[config.mk]
export PLATFORM = sky130hd
export DESIGN_NAME = alu_mul_seq
export DESIGN_NICKNAME = d
export VERILOG_FILES = /design/src/rtl/alu_mul_seq.sv
export SDC_FILE = /design/constraint.sdc
export NUM_CORES = 1
export LEC_CHECK = 0
export ABC_AREA = 1
export ABC_CLOCK_PERIOD_IN_PS = 1500
export CORE_MARGIN = 2
export CORE_UTILIZATION = 41
export DETAILED_ROUTE_END_ITERATION = 6
export PLACE_DENSITY = 0.8
export SYNTH_ARGS = -nofsm -noshare
export SYNTH_HDL_FRONTEND = slang
export SYNTH_SLANG_ARGS = --single-unit
[constraint.sdc]
create_clock -name clk -period 1.5 [get_ports clk]
set_input_delay 0.225 -clock clk [delete_from_list [all_inputs] [get_ports clk]]
set_output_delay 0.225 -clock clk [all_outputs]
set_load 0.01 [all_outputs]
[src/rtl/alu_mul_seq.sv]
// ============================================================================
// Module   : alu_mul_seq
// Brief    : Shift-and-add unsigned multiply sequencer driving a shared ALU.
//            Optional zero-operand shortcut under macro MUL_ZERO_BYPASS_EN.
// Revision : 1.0 - initial release
// ============================================================================
`default_nettype none

module alu_mul_seq #(
    parameter int         WIDTH    = 16,
    parameter logic [2:0] ADD_CODE = 3'b000
) (
    input  logic                 clk,
    input  logic                 reset,
    input  logic                 start,
    input  logic [WIDTH-1:0]     op_a,
    input  logic [WIDTH-1:0]     op_b,
    output logic                 ready,
    output logic                 busy,
    output logic                 done,
    output logic [2*WIDTH-1:0]   product,
    output logic [WIDTH-1:0]     alu_a,
    output logic [WIDTH-1:0]     alu_b,
    output logic [2:0]           alu_code,
    input  logic [WIDTH-1:0]     alu_out,
    input  logic                 alu_carry
);

    typedef enum logic [1:0] {
        S_IDLE = 2'd0,
        S_STEP = 2'd1,
        S_DONE = 2'd2
    } state_t;

    localparam logic [4:0] c_LAST_STEP = 5'(WIDTH - 1);

    state_t           r_state;
    logic [4:0]       r_cnt;
    logic [WIDTH-1:0] r_mcand;
    logic [WIDTH-1:0] r_acc_hi;
    logic [WIDTH-1:0] r_acc_lo;
    logic             r_ready;
    logic             r_busy;
    logic             r_done;
    logic             w_bypass;

`ifdef MUL_ZERO_BYPASS_EN
    assign w_bypass = (op_a == '0) || (op_b == '0);
`else
    assign w_bypass = 1'b0;
`endif

    always_ff @(posedge clk) begin
        if (reset) begin
            r_state  <= S_IDLE;
            r_cnt    <= 5'd0;
            r_mcand  <= '0;
            r_acc_hi <= '0;
            r_acc_lo <= '0;
            r_ready  <= 1'b1;
            r_busy   <= 1'b0;
            r_done   <= 1'b0;
        end else begin
            case (r_state)
                S_IDLE: begin
                    if (start) begin
                        r_mcand  <= op_a;
                        r_cnt    <= 5'd0;
                        r_acc_hi <= '0;
                        r_ready  <= 1'b0;
                        if (w_bypass) begin
                            r_acc_lo <= '0;
                            r_state  <= S_DONE;
                            r_done   <= 1'b1;
                        end else begin
                            r_acc_lo <= op_b;
                            r_state  <= S_STEP;
                            r_busy   <= 1'b1;
                        end
                    end
                end
                S_STEP: begin
                    // Carry-out becomes the new MSB so the product never overflows.
                    {r_acc_hi, r_acc_lo} <= {alu_carry, alu_out, r_acc_lo[WIDTH-1:1]};
                    if (r_cnt == c_LAST_STEP) begin
                        r_cnt   <= 5'd0;
                        r_state <= S_DONE;
                        r_busy  <= 1'b0;
                        r_done  <= 1'b1;
                    end else begin
                        r_cnt <= r_cnt + 5'd1;
                    end
                end
                S_DONE: begin
                    r_state <= S_IDLE;
                    r_done  <= 1'b0;
                    r_ready <= 1'b1;
                end
                default: begin
                    r_state <= S_IDLE;
                    r_cnt   <= 5'd0;
                    r_ready <= 1'b1;
                    r_busy  <= 1'b0;
                    r_done  <= 1'b0;
                end
            endcase
        end
    end

    assign ready    = r_ready;
    assign busy     = r_busy;
    assign done     = r_done;
    assign product  = {r_acc_hi, r_acc_lo};
    assign alu_a    = r_busy ? r_acc_hi : '0;
    assign alu_b    = (r_busy && r_acc_lo[0]) ? r_mcand : '0;
    assign alu_code = ADD_CODE;

endmodule

`default_nettype wire

* Word level (Yosys, flattened, before mapping) *
Index checks and enable logic that the tools add are counted.

word-level totals
  output and inout port bits = 70
  logic and storage cells = 46
  register bits = 58
  bits of input ports = 52

cells by class
  reduce and logical (&&, ||, !) cells = 10
  bitwise operators = 3
  eq/ne operators = 5
  muxes and demuxes = 19
  add/sub/neg operators = 1

operator list
  cell                                                                    count
  16-bit two-way mux                                                      4
  16-bit case mux with 2 select lines                                     2
  5-bit case mux with 3 select lines                                      1
  2-bit AND reduction                                                     6
  5-bit two-way mux                                                       2
  5-bit by 1-bit adder with 5-bit output (second input constant)          1
  5-bit by 4-bit equality test with 1-bit output (second input constant)  1
  1-bit two-way mux                                                       4
  2-bit two-way mux                                                       2
  2-bit != test (second input constant)                                   2
  1-bit case mux with 2 select lines                                      2
  2-bit case mux with 2 select lines                                      1
  1-bit inverter                                                          3
  1-bit case mux with 3 select lines                                      1
  3-bit AND reduction                                                     1
  2-bit by 1-bit equality test with 1-bit output (second input constant)  1
  2-bit equality test (second input constant)                             1
  2-bit logical NOT                                                       1
  2-bit nonzero test                                                      1
  1-bit logical AND                                                       1

* Depth between registers and ports, before layout *
Gate-level depths: netlist of the first run.

  depth after elaboration = 3
  depth in mapped cells = 8
  gate-level depth less buffers = 8

* Least setup slack after synthesis of the first run *
OpenSTA, ideal clock, no wires.

  kind = register -> output
  from = reg r_busy, in the netlist busy
  to = out alu_b[10]
  path buffers = 2
  required time = 1.275 ns
  slack = 0.250 ns
  arrival time = 1.025 ns
  stages on the path, launching flop included = 5
  path through = dfxtp_1 buf_2 nand2_1 buf_2 nor2_1

on the way
  cells in the longest elaborated chain, start to end = 2

ends and longest elaborated chain
  item                    line  source
  start, declared         43    logic r_busy;
  start signal, assigned  61    r_busy <= 1'b0;
  start signal, assigned  78    r_busy <= 1'b1;
  start signal, assigned  88    r_busy <= 1'b0;
  1-bit logical AND       115   assign alu_b = (r_busy && r_acc_lo[0]) ? r_mcand : '0;
  16-bit two-way mux      115
  end, declared           23    output logic [WIDTH-1:0] alu_b,

Every way passes these cells.

* Final worst setup path of the first run *
  from = reg r_acc_lo[6]
  to = out product[6]

RTL lines
  item                    line  source
  start, declared         41    logic [WIDTH-1:0] r_acc_lo;
  start signal, assigned  76    r_acc_lo <= op_b;
  start signal, assigned  84    {r_acc_hi, r_acc_lo} <= {alu_carry, alu_out, r_acc_lo[WIDTH-1:1]};
  end, declared           21    output logic [2*WIDTH-1:0] product,

No word-level cell between the ends.

==> results.md, run 1 <==
- The worst-case IR drop observed on VDD is 0.0005619 V.
- The layout filler cell count is 568.
- The instance count of the mapped netlist is 377.
- Once layout is complete, the cells apart from fillers number 579.
- In this run the worst hold path is classified as flop to flop.
- The worst register-to-register path has a setup slack of 0.26 ns.
- The final worst slack is 0.04050 ns.
- The most common library cell in the layout ignoring fill and taps is sky130_fd_sc_hd__nand2_1.
- The run finished with clean final reports.
- In this run the static leakage power is 2.155 nW.
- After clock tree synthesis, the clock-pin slew on the worst setup and hold paths is 0.06 ns.
- The total clock buffers created by CTS is 9.
- In this run the standard cell core region covers 6241 sq um.
- Counting both buffers and inverters, the worst setup path holds a total of 1.
- The clock latency on the worst-skew pair is 0.32 ns.
- TritonCTS built the clock tree.
- The first global-routing pass estimated 10,920 um of wire.
- Dividing the detail-routed via count by the number of cells gives 4.603.
- The die outline area is 7017 sq um.
- The multi-input combinational cells in the finished layout cover a total of 1125 sq um.
- The number of cells on the worst reg-to-reg path is 5.
- The number of buffers inserted by port buffering is 118.
- Dividing the final minimum period by the clock period gives 0.9730.
- The layout overhead on the synthesized area is 55.01%.
- Post-CTS timing repair inserted 0 buffers for setup.
- The reg-to-reg startpoint is r_state[0].
- For this design, the CTS-stage hold fixing added 0 buffers.
- The number of max-cap violations is 0.
- OpenSTA, run right after detailed placement, puts the worst setup slack at -0.009879 ns.
- In this design, the stage delay of the slowest critical-path cell is 0.56 ns.
- The first-iteration detailed-routing DRC count is 98.
- Between clock sinks in the finished design, the worst skew comes to 0.002680 ns.
- STA puts the critical path data required time at 1.27 ns.
- The site row count is 29.
- For this run, the detailed router's first-pass iteration total came to 4.
- The total overflow left after global routing is 0.
- In the final layout, flip-flops and latches occupy 1166 sq um.
- The critical path in this run is classified as flop to output pin.
- The type of origin of the critical path is a flop.
- The largest driver fanout on the critical path is 3.
- The count of endpoints failing hold in the final timing report is 0.
- The via count of the first global-routing pass came to 2,539.
- The setup violation total in the final timing report is 0.
- The slowest cell on the critical path is sky130_fd_sc_hd__clkdlybuf4s50_1.
- In this run the vertical extent of the chip is 83.77 um.
- Routability-driven placement finished with a final weighted congestion of 0.7902.
- The pin count of the biggest net entering global routing is 33.
- At the end of the flow, the number of nets in the layout was 551.
- The remaining number of nets flagged by the antenna check after routing is 0.
- The routed design has 6598 um of wire.
- The worst hold margin is 0.4509 ns.
- Once placement completed, the tool counted placed cells totaling 563.
- The CTS root buffer is sky130_fd_sc_hd__clkbuf_8.
- The critical path data arrival time is 1.23 ns.
- After detailed routing, the average wire length per cell comes to 11.40 um.
- In this run the number of cells on the critical path is 1.
- After synthesis the netlist holds a flip-flop and latch count of 58.
- The number of antenna diodes in the final layout is 0.
- The count of cell types in the netlist is 26.
- Clock tree synthesis found a total of 58 sinks.
- The capture point of the worst path is product[6].
- In the global route stage, overall resource usage came out at 0.1887.
- 122 I/O pins were placed.
- The timing-limited maximum frequency is 0.6852 GHz.
- The starting density of the core is 0.4180.
- In this run the deepest clock path goes through 2 buffers.
- The initial antenna violation count is 0.
- Walking the worst path, the cells encountered are clkdlybuf4s50_1.
- Setup repair after global routing left no endpoint under its margin.
- The HPWL after detailed placement is 4753 um.
- The part of the Yosys area used for sequential elements is 0.4451.
- The core utilization of the finished layout is 0.6480.
- In this run the critical register-to-register path is captured at r_acc_lo[15].
- The fraction of layout cells with a size suffix above 1 is 0.1175.
- The routed via count is 2,665.
- In the routed design, unresolved DRC markers number 0.
- In the layout the commonest cells are 114 x sky130_fd_sc_hd__nand2_1, 66 x sky130_fd_sc_hd__clkdlybuf4s50_1, 56 x sky130_fd_sc_hd__dfxtp_1, 49 x sky130_fd_sc_hd__nor2_1, 41 x sky130_fd_sc_hd__inv_1.
- The category of the worst setup path capture point is an output pin.
- The count of synthesis-stage warnings from yosys is 0.
- The average footprint of a synthesized cell is 6.920 sq um.
- The floorplan die width is 83.77 um.
- The cell family contributing the most delay on the critical path is buffers and inverters.
- The post-synthesis instance area is 2609 sq um.
- The power per standard cell area is 992.8 nW/um^2.
- In this run the worst setup path begins at r_acc_lo[6].
- The H-tree was split into 3 levels.
- The count of final max-slew check failures is 0.
- The final total negative setup slack is 0 ns.
- The post-layout minimum cycle time is 1.460 ns.
==> Yosys cell counts, drive strengths merged <==
cell type | instances | share of area
conb | 1 | 0.0014
o22ai | 1 | 0.0024
clkbuf | 3 | 0.0043
nor2 | 53 | 0.085
a21oi | 19 | 0.036
buf | 18 | 0.052
o21ai | 50 | 0.096
nand3 | 5 | 0.012
ha | 1 | 0.0048
nand4 | 2 | 0.0048
dfxtp | 58 | 0.45
nand2 | 120 | 0.19
inv | 46 | 0.070
==> per-layer routing <==
layer  GRT usage  wire length, um  vias up
li1            -                -     1390
met5           0                0        -
met2      0.3127             3215       86
met4     0.08944               99        0
met1      0.2266             2818     1178
met3     0.05143              464       11
==> cell families (layout without fill, tap and decap cells) <==
family	after synthesis	count (layout)	share of synthesized area
AOI/OAI and AO/OA	70	70	0.1348
and+or+nand+nor	180	180	0.2873
adders and majority gates	1	1	0.004795
DFF	58	58	0.4451
buffers and inverters	67	190	0.1266
other	1	3	0.001437
==> per-stage QoR <==
stage | total power (W) | instance area (sq um)
2_1_floorplan | 0.002213 | 2616
3_3_place_gp | 0.002607 | 3884
3_5_place_dp | 0.002630 | 3884
4_1_cts | 0.004079 | 4083
5_1_grt | 0.004230 | 4044
6_report | 0.004015 | 4044
==> timing repair <==
| item | in CTS | in global routing |
|---|---|---|
| endpoints found under the setup margin | 37 | 32 |
| resized for setup | 64 | 33 |
| gates cloned | 1 | 0 |
==> area by class of cell <==
cell class | instances | share of cell area
Clock buffer | 13 | 0.04177
Multi-Input combinational cell | 254 | 0.2782
Timing Repair Buffer | 129 | 0.3140
Tap cell | 77 | 0.02382
Clock inverter | 2 | 0.008663
Sequential cell | 58 | 0.2884
Inverter | 46 | 0.04517
==> how the worst min path moves through the flow <==
stage,depth (start not counted),slack (ns),from,to
finish,2,0.45,r_mcand[10],r_mcand[10]
global route,3,0.45,alu_out[11],r_acc_hi[10]
CTS,3,0.44,alu_out[8],r_acc_hi[7]
detailed placement,2,0.44,r_mcand[10],r_mcand[10]
global placement,2,0.44,r_mcand[5],r_mcand[5]
floorplan,2,0.34,alu_out[1],r_acc_hi[0]
==> sequential cells by signal (all words and copies together), names as in the netlist <==
name,cells
r_acc_hi,16
done,1
r_cnt,5
busy,1
r_mcand,16
r_state,2
ready,1
r_acc_lo,16
==> power breakdown <==
part	internal (W)	switching (W)	total [W]
clock	0.000892	0.000547	0.00144
combinational	0.000414	0.000412	0.000826
sequential	0.00167	0.0000808	0.00175
No activity file was read; power rests on OpenSTA's default activity.
==> inputs of run 2 (changes only) <==
--- a/config.mk
+++ b/config.mk
@@ -11,6 +11,7 @@
 export CORE_UTILIZATION = 41
 export DETAILED_ROUTE_END_ITERATION = 6
 export PLACE_DENSITY = 0.8
+export SETUP_SLACK_MARGIN = 0.4
 export SYNTH_ARGS = -nofsm -noshare
 export SYNTH_HDL_FRONTEND = slang
 export SYNTH_SLANG_ARGS = --single-unit
==> constraint.sdc (replaced) <==
create_clock -name clk -period 1.5 [get_ports clk]
set_input_delay 0.225 -clock clk [delete_from_list [all_inputs] [get_ports clk]]
set_output_delay 0.225 -clock clk [all_outputs]
set_load 0.005 [all_outputs]
==> results.md, run 2 (synthesized netlist as in run 1, its figures left out) <==
- The run finished, with violations left.
- The checks that failed: setup timing.
- The critical path data arrival time is 1.29 ns (+0.06 ns).
- The largest driver fanout on the critical path is 4 (+1).
- The worst-case reg-to-reg path depth came to 8 (+3).
- The count of final max-slew check failures was 0 (unchanged).
- The starting density of the core came to 0.4180 (unchanged).
- The pin count of the biggest net entering global routing is 27 (-18%).
- The leakage power of the design came to 2.603 nW (+21%).
- The number of placed I/O pins is 122 (unchanged).
- The reg-to-reg setup timing slack came to 0.19 ns (-0.07 ns).
- The largest registers in the layout are r_acc_hi (16), r_acc_lo (16), r_mcand (16).
- The endpoint of the worst hold-timing path is r_acc_hi[15].
- The routed via count is 3,253 (+22%).
- The site row count is 29 (unchanged).
- The type of origin of the critical path is a flop.
- The total track usage is 0.2362 (+0.04747).
- The die height is 83.77 um (unchanged).
- The clock latency on the worst-skew pair is 0.34 ns (+0.02 ns).
- The initial antenna violation count is 0 (unchanged).
- The setup violation total in the final timing report is 3 (+3).
- The number of sinks on the clock net is 58 (unchanged).
- The post-layout minimum cycle time is 1.511 ns (+0.05101 ns).
- The most common library cell in the layout ignoring fill and taps is sky130_fd_sc_hd__nand2_1.
- The number of hold buffers added after cts is 0 (unchanged).
- The largest clock skew in the final design is 0.01689 ns (+0.01421 ns).
- The core footprint came to 6241 sq um (unchanged).
- The CTS root buffer is sky130_fd_sc_hd__clkbuf_8.
- The critical path class is flop to output pin.
- The critical path startpoint is busy.
- The worst register-to-register path begins at r_state[0].
- From synthesis to final layout, the design area changed by 103.9%.
- The overflow left after global routing is 0 (unchanged).
- The number of nets in the layout was 609 (+11%).
- The number of buffers inserted by port buffering is 118 (unchanged).
- The cell area after placement is 3871 sq um (-0.32%).
- The timing-limited maximum frequency is 0.6620 GHz (-3.4%).
- The via count of the first global-routing pass is 2,861 (+13%).
- The die outline area is 7017 sq um (unchanged).
- The first-pass GRT wire length was 13,500 um (+24%).
- The final cell area excluding filler cells is 5320 sq um (+32%).
- The average wire per cell in the routed design is 17.08 um (+50%).
- The number of remaining DRC errors came to 0 (unchanged).
- The first-iteration detailed-routing DRC count is 182 (+86%).
- The largest buffer count on any clock path came to 2 (unchanged).
- The fraction of layout cells with a size suffix above 1 is 0.5882 (+0.4707).
- STA classifies the critical path endpoint as an output pin.
- The number of cells on the worst hold path came to 3 (+1).
- The number of max-cap violations is 0 (unchanged).
- Setup repair after global routing could not meet its margin everywhere.
- The worst endpoint required time came to 1.27 ns (about the same).
- The power per standard cell area is 926.9 nW/um^2 (-6.6%).
- The final wirelength is 10,900 um (+65%).
- The average vias per placed instance is 5.099 (+11%).
- The final worst slack is -0.01052 ns (-0.05101 ns).
- TritonCTS built the clock tree.
- In this run the critical register-to-register path is captured at r_acc_lo[13].
- The overall power of the completed layout came to 0.004931 W (+23%).
- The final clock period utilization by the worst path is 1.007 (+0.03401).
- The total clock buffers created by CTS is 9 (unchanged).
- The final estimated routing congestion in global placement came to 0.7752 (-1.9%).
- In this run the most critical hold path is launched from alu_carry.
- The library cells used most frequently in the layout, excluding fill and tap cells, are 58 x sky130_fd_sc_hd__nand2_1, 49 x sky130_fd_sc_hd__clkdlybuf4s50_1, 41 x sky130_fd_sc_hd__buf_2, 34 x sky130_fd_sc_hd__dfxtp_2, 33 x sky130_fd_sc_hd__nor2_1.
- The clock transition time at the flip-flop clock pins of the worst setup and hold paths is 0.08 ns (+0.02 ns).
- The H-tree depth came to 3 (unchanged).
- The length of the first detailed-routing pass in iterations is 5 (+1).
- The remaining number of nets flagged by the antenna check after routing is 0 (unchanged).
- The count of endpoints failing hold in the final timing report is 0 (unchanged).
- The floorplan die width is 83.77 um (unchanged).
- The path category of the worst min-delay check is input port to flop.
- The layout filler cell count came to 322 (-43%).
- The worst supply voltage drop on vdd is 0.0007226 V (+29%).
- The placed wire-length estimate after detailed placement was 4820 um (+1.4%).
- The count of inserted antenna diode cells was 0 (unchanged).
## run 2: cell types whose count changed in the layout (fill, tap and decap cells not counted), moves of 25 or more
| cell | previous run | this run |
|---|---|---|
| sky130_fd_sc_hd__buf_2 | 6 | 41 |
| sky130_fd_sc_hd__buf_4 | 4 | 29 |
| sky130_fd_sc_hd__dfxtp_1 | 56 | 19 |
| sky130_fd_sc_hd__dfxtp_2 | 1 | 34 |
| sky130_fd_sc_hd__nand2_1 | 114 | 58 |
| sky130_fd_sc_hd__nand2_2 | 4 | 31 |
| sky130_fd_sc_hd__nand2_4 | 1 | 28 |
| sky130_fd_sc_hd__o21ai_0 | 31 | 6 |
## run 2: worst max-delay path by stage
stage | endpoint | slack (ns) | cells after the start
2_1_floorplan | alu_b[10] | 0.40 | 4
3_3_place_gp | r_acc_lo[12] | 0.02 | 6
3_5_place_dp | alu_b[10] | -0.02 | 3
4_1_cts | alu_b[1] | 0.02 | 4
5_1_grt | alu_b[0] | -0.04 | 4
6_report | alu_a[1] | -0.01 | 6
## run 2: repair_timing
item | CTS | global route
setup endpoints to repair | 118 | 98
resized for setup | 281 | 256
setup buffers | 28 | 23
gates cloned | 6 | 4
pin swaps | 7 | 53
## run 2: where the power goes
part / internal (W) / switching, W / total, W
clock: 0.000976 / 0.000668 / 0.00164
sequential: 0.00168 / 0.000103 / 0.00179
combinational: 0.000772 / 0.000729 / 0.00150
total: 0.00343 / 0.00150 / 0.00493
## run 2: layer usage
metal  share of wire  track usage  vias up
met5               0            0        -
met4           0.025      0.07331        0
met3           0.061      0.06133       28
met2            0.52       0.4153      151
met1            0.39       0.2811     1561
li1                -            -     1513
## run 2: worst max-delay path, cell delays in order (launching register included)
cell and delay [ns]:
sky130_fd_sc_hd__dfxtp_4 0.37, sky130_fd_sc_hd__buf_6 0.12, sky130_fd_sc_hd__buf_6 0.11, sky130_fd_sc_hd__buf_16 0.14
sky130_fd_sc_hd__nand2_4 0.05, sky130_fd_sc_hd__inv_2 0.03, sky130_fd_sc_hd__buf_2 0.11
## run 2: cell type report
cell class | count | area (sq um) | area share
Sequential cell | 58 | 1222 | 0.2298
Clock inverter | 5 | 77.57 | 0.01458
Clock buffer | 11 | 141.4 | 0.02658
Timing Repair Buffer | 185 | 1798 | 0.3380
Multi-Input combinational cell | 255 | 1762 | 0.3311
Tap cell | 77 | 96.34 | 0.01811
Timing Repair inverter | 1 | 11.26 | 0.002117
Inverter | 46 | 211.5 | 0.03975
## run 2: per-stage QoR
stage / TNS (ns) / std cells / hold slack [ns] / worst slack (ns) / utilization
floorplan: 0 / 379 / 0.3377 / 0.4037 / -
global placement: 0 / 561 / 0.4370 / 0.02229 / 0.6203
detailed placement: -0.01861 / 561 / 0.4446 / -0.01845 / 0.6203
CTS: 0 / 611 / 0.4227 / 0.01659 / 0.7127
global route: -0.4352 / 638 / 0.4570 / -0.04450 / 0.8524
finish: -0.02606 / 638 / 0.4473 / -0.01052 / 0.8524
==> inputs of run 3 (changes only) <==
--- a/config.mk
+++ b/config.mk
@@ -12,6 +12,7 @@
 export DETAILED_ROUTE_END_ITERATION = 6
 export PLACE_DENSITY = 0.8
 export SETUP_SLACK_MARGIN = 0.4
+export SLEW_MARGIN = 20
 export SYNTH_ARGS = -nofsm -noshare
 export SYNTH_HDL_FRONTEND = slang
 export SYNTH_SLANG_ARGS = --single-unit
==> results of run 3 <==
No change in the layout: final DEF, timing and power equal those of run 2.
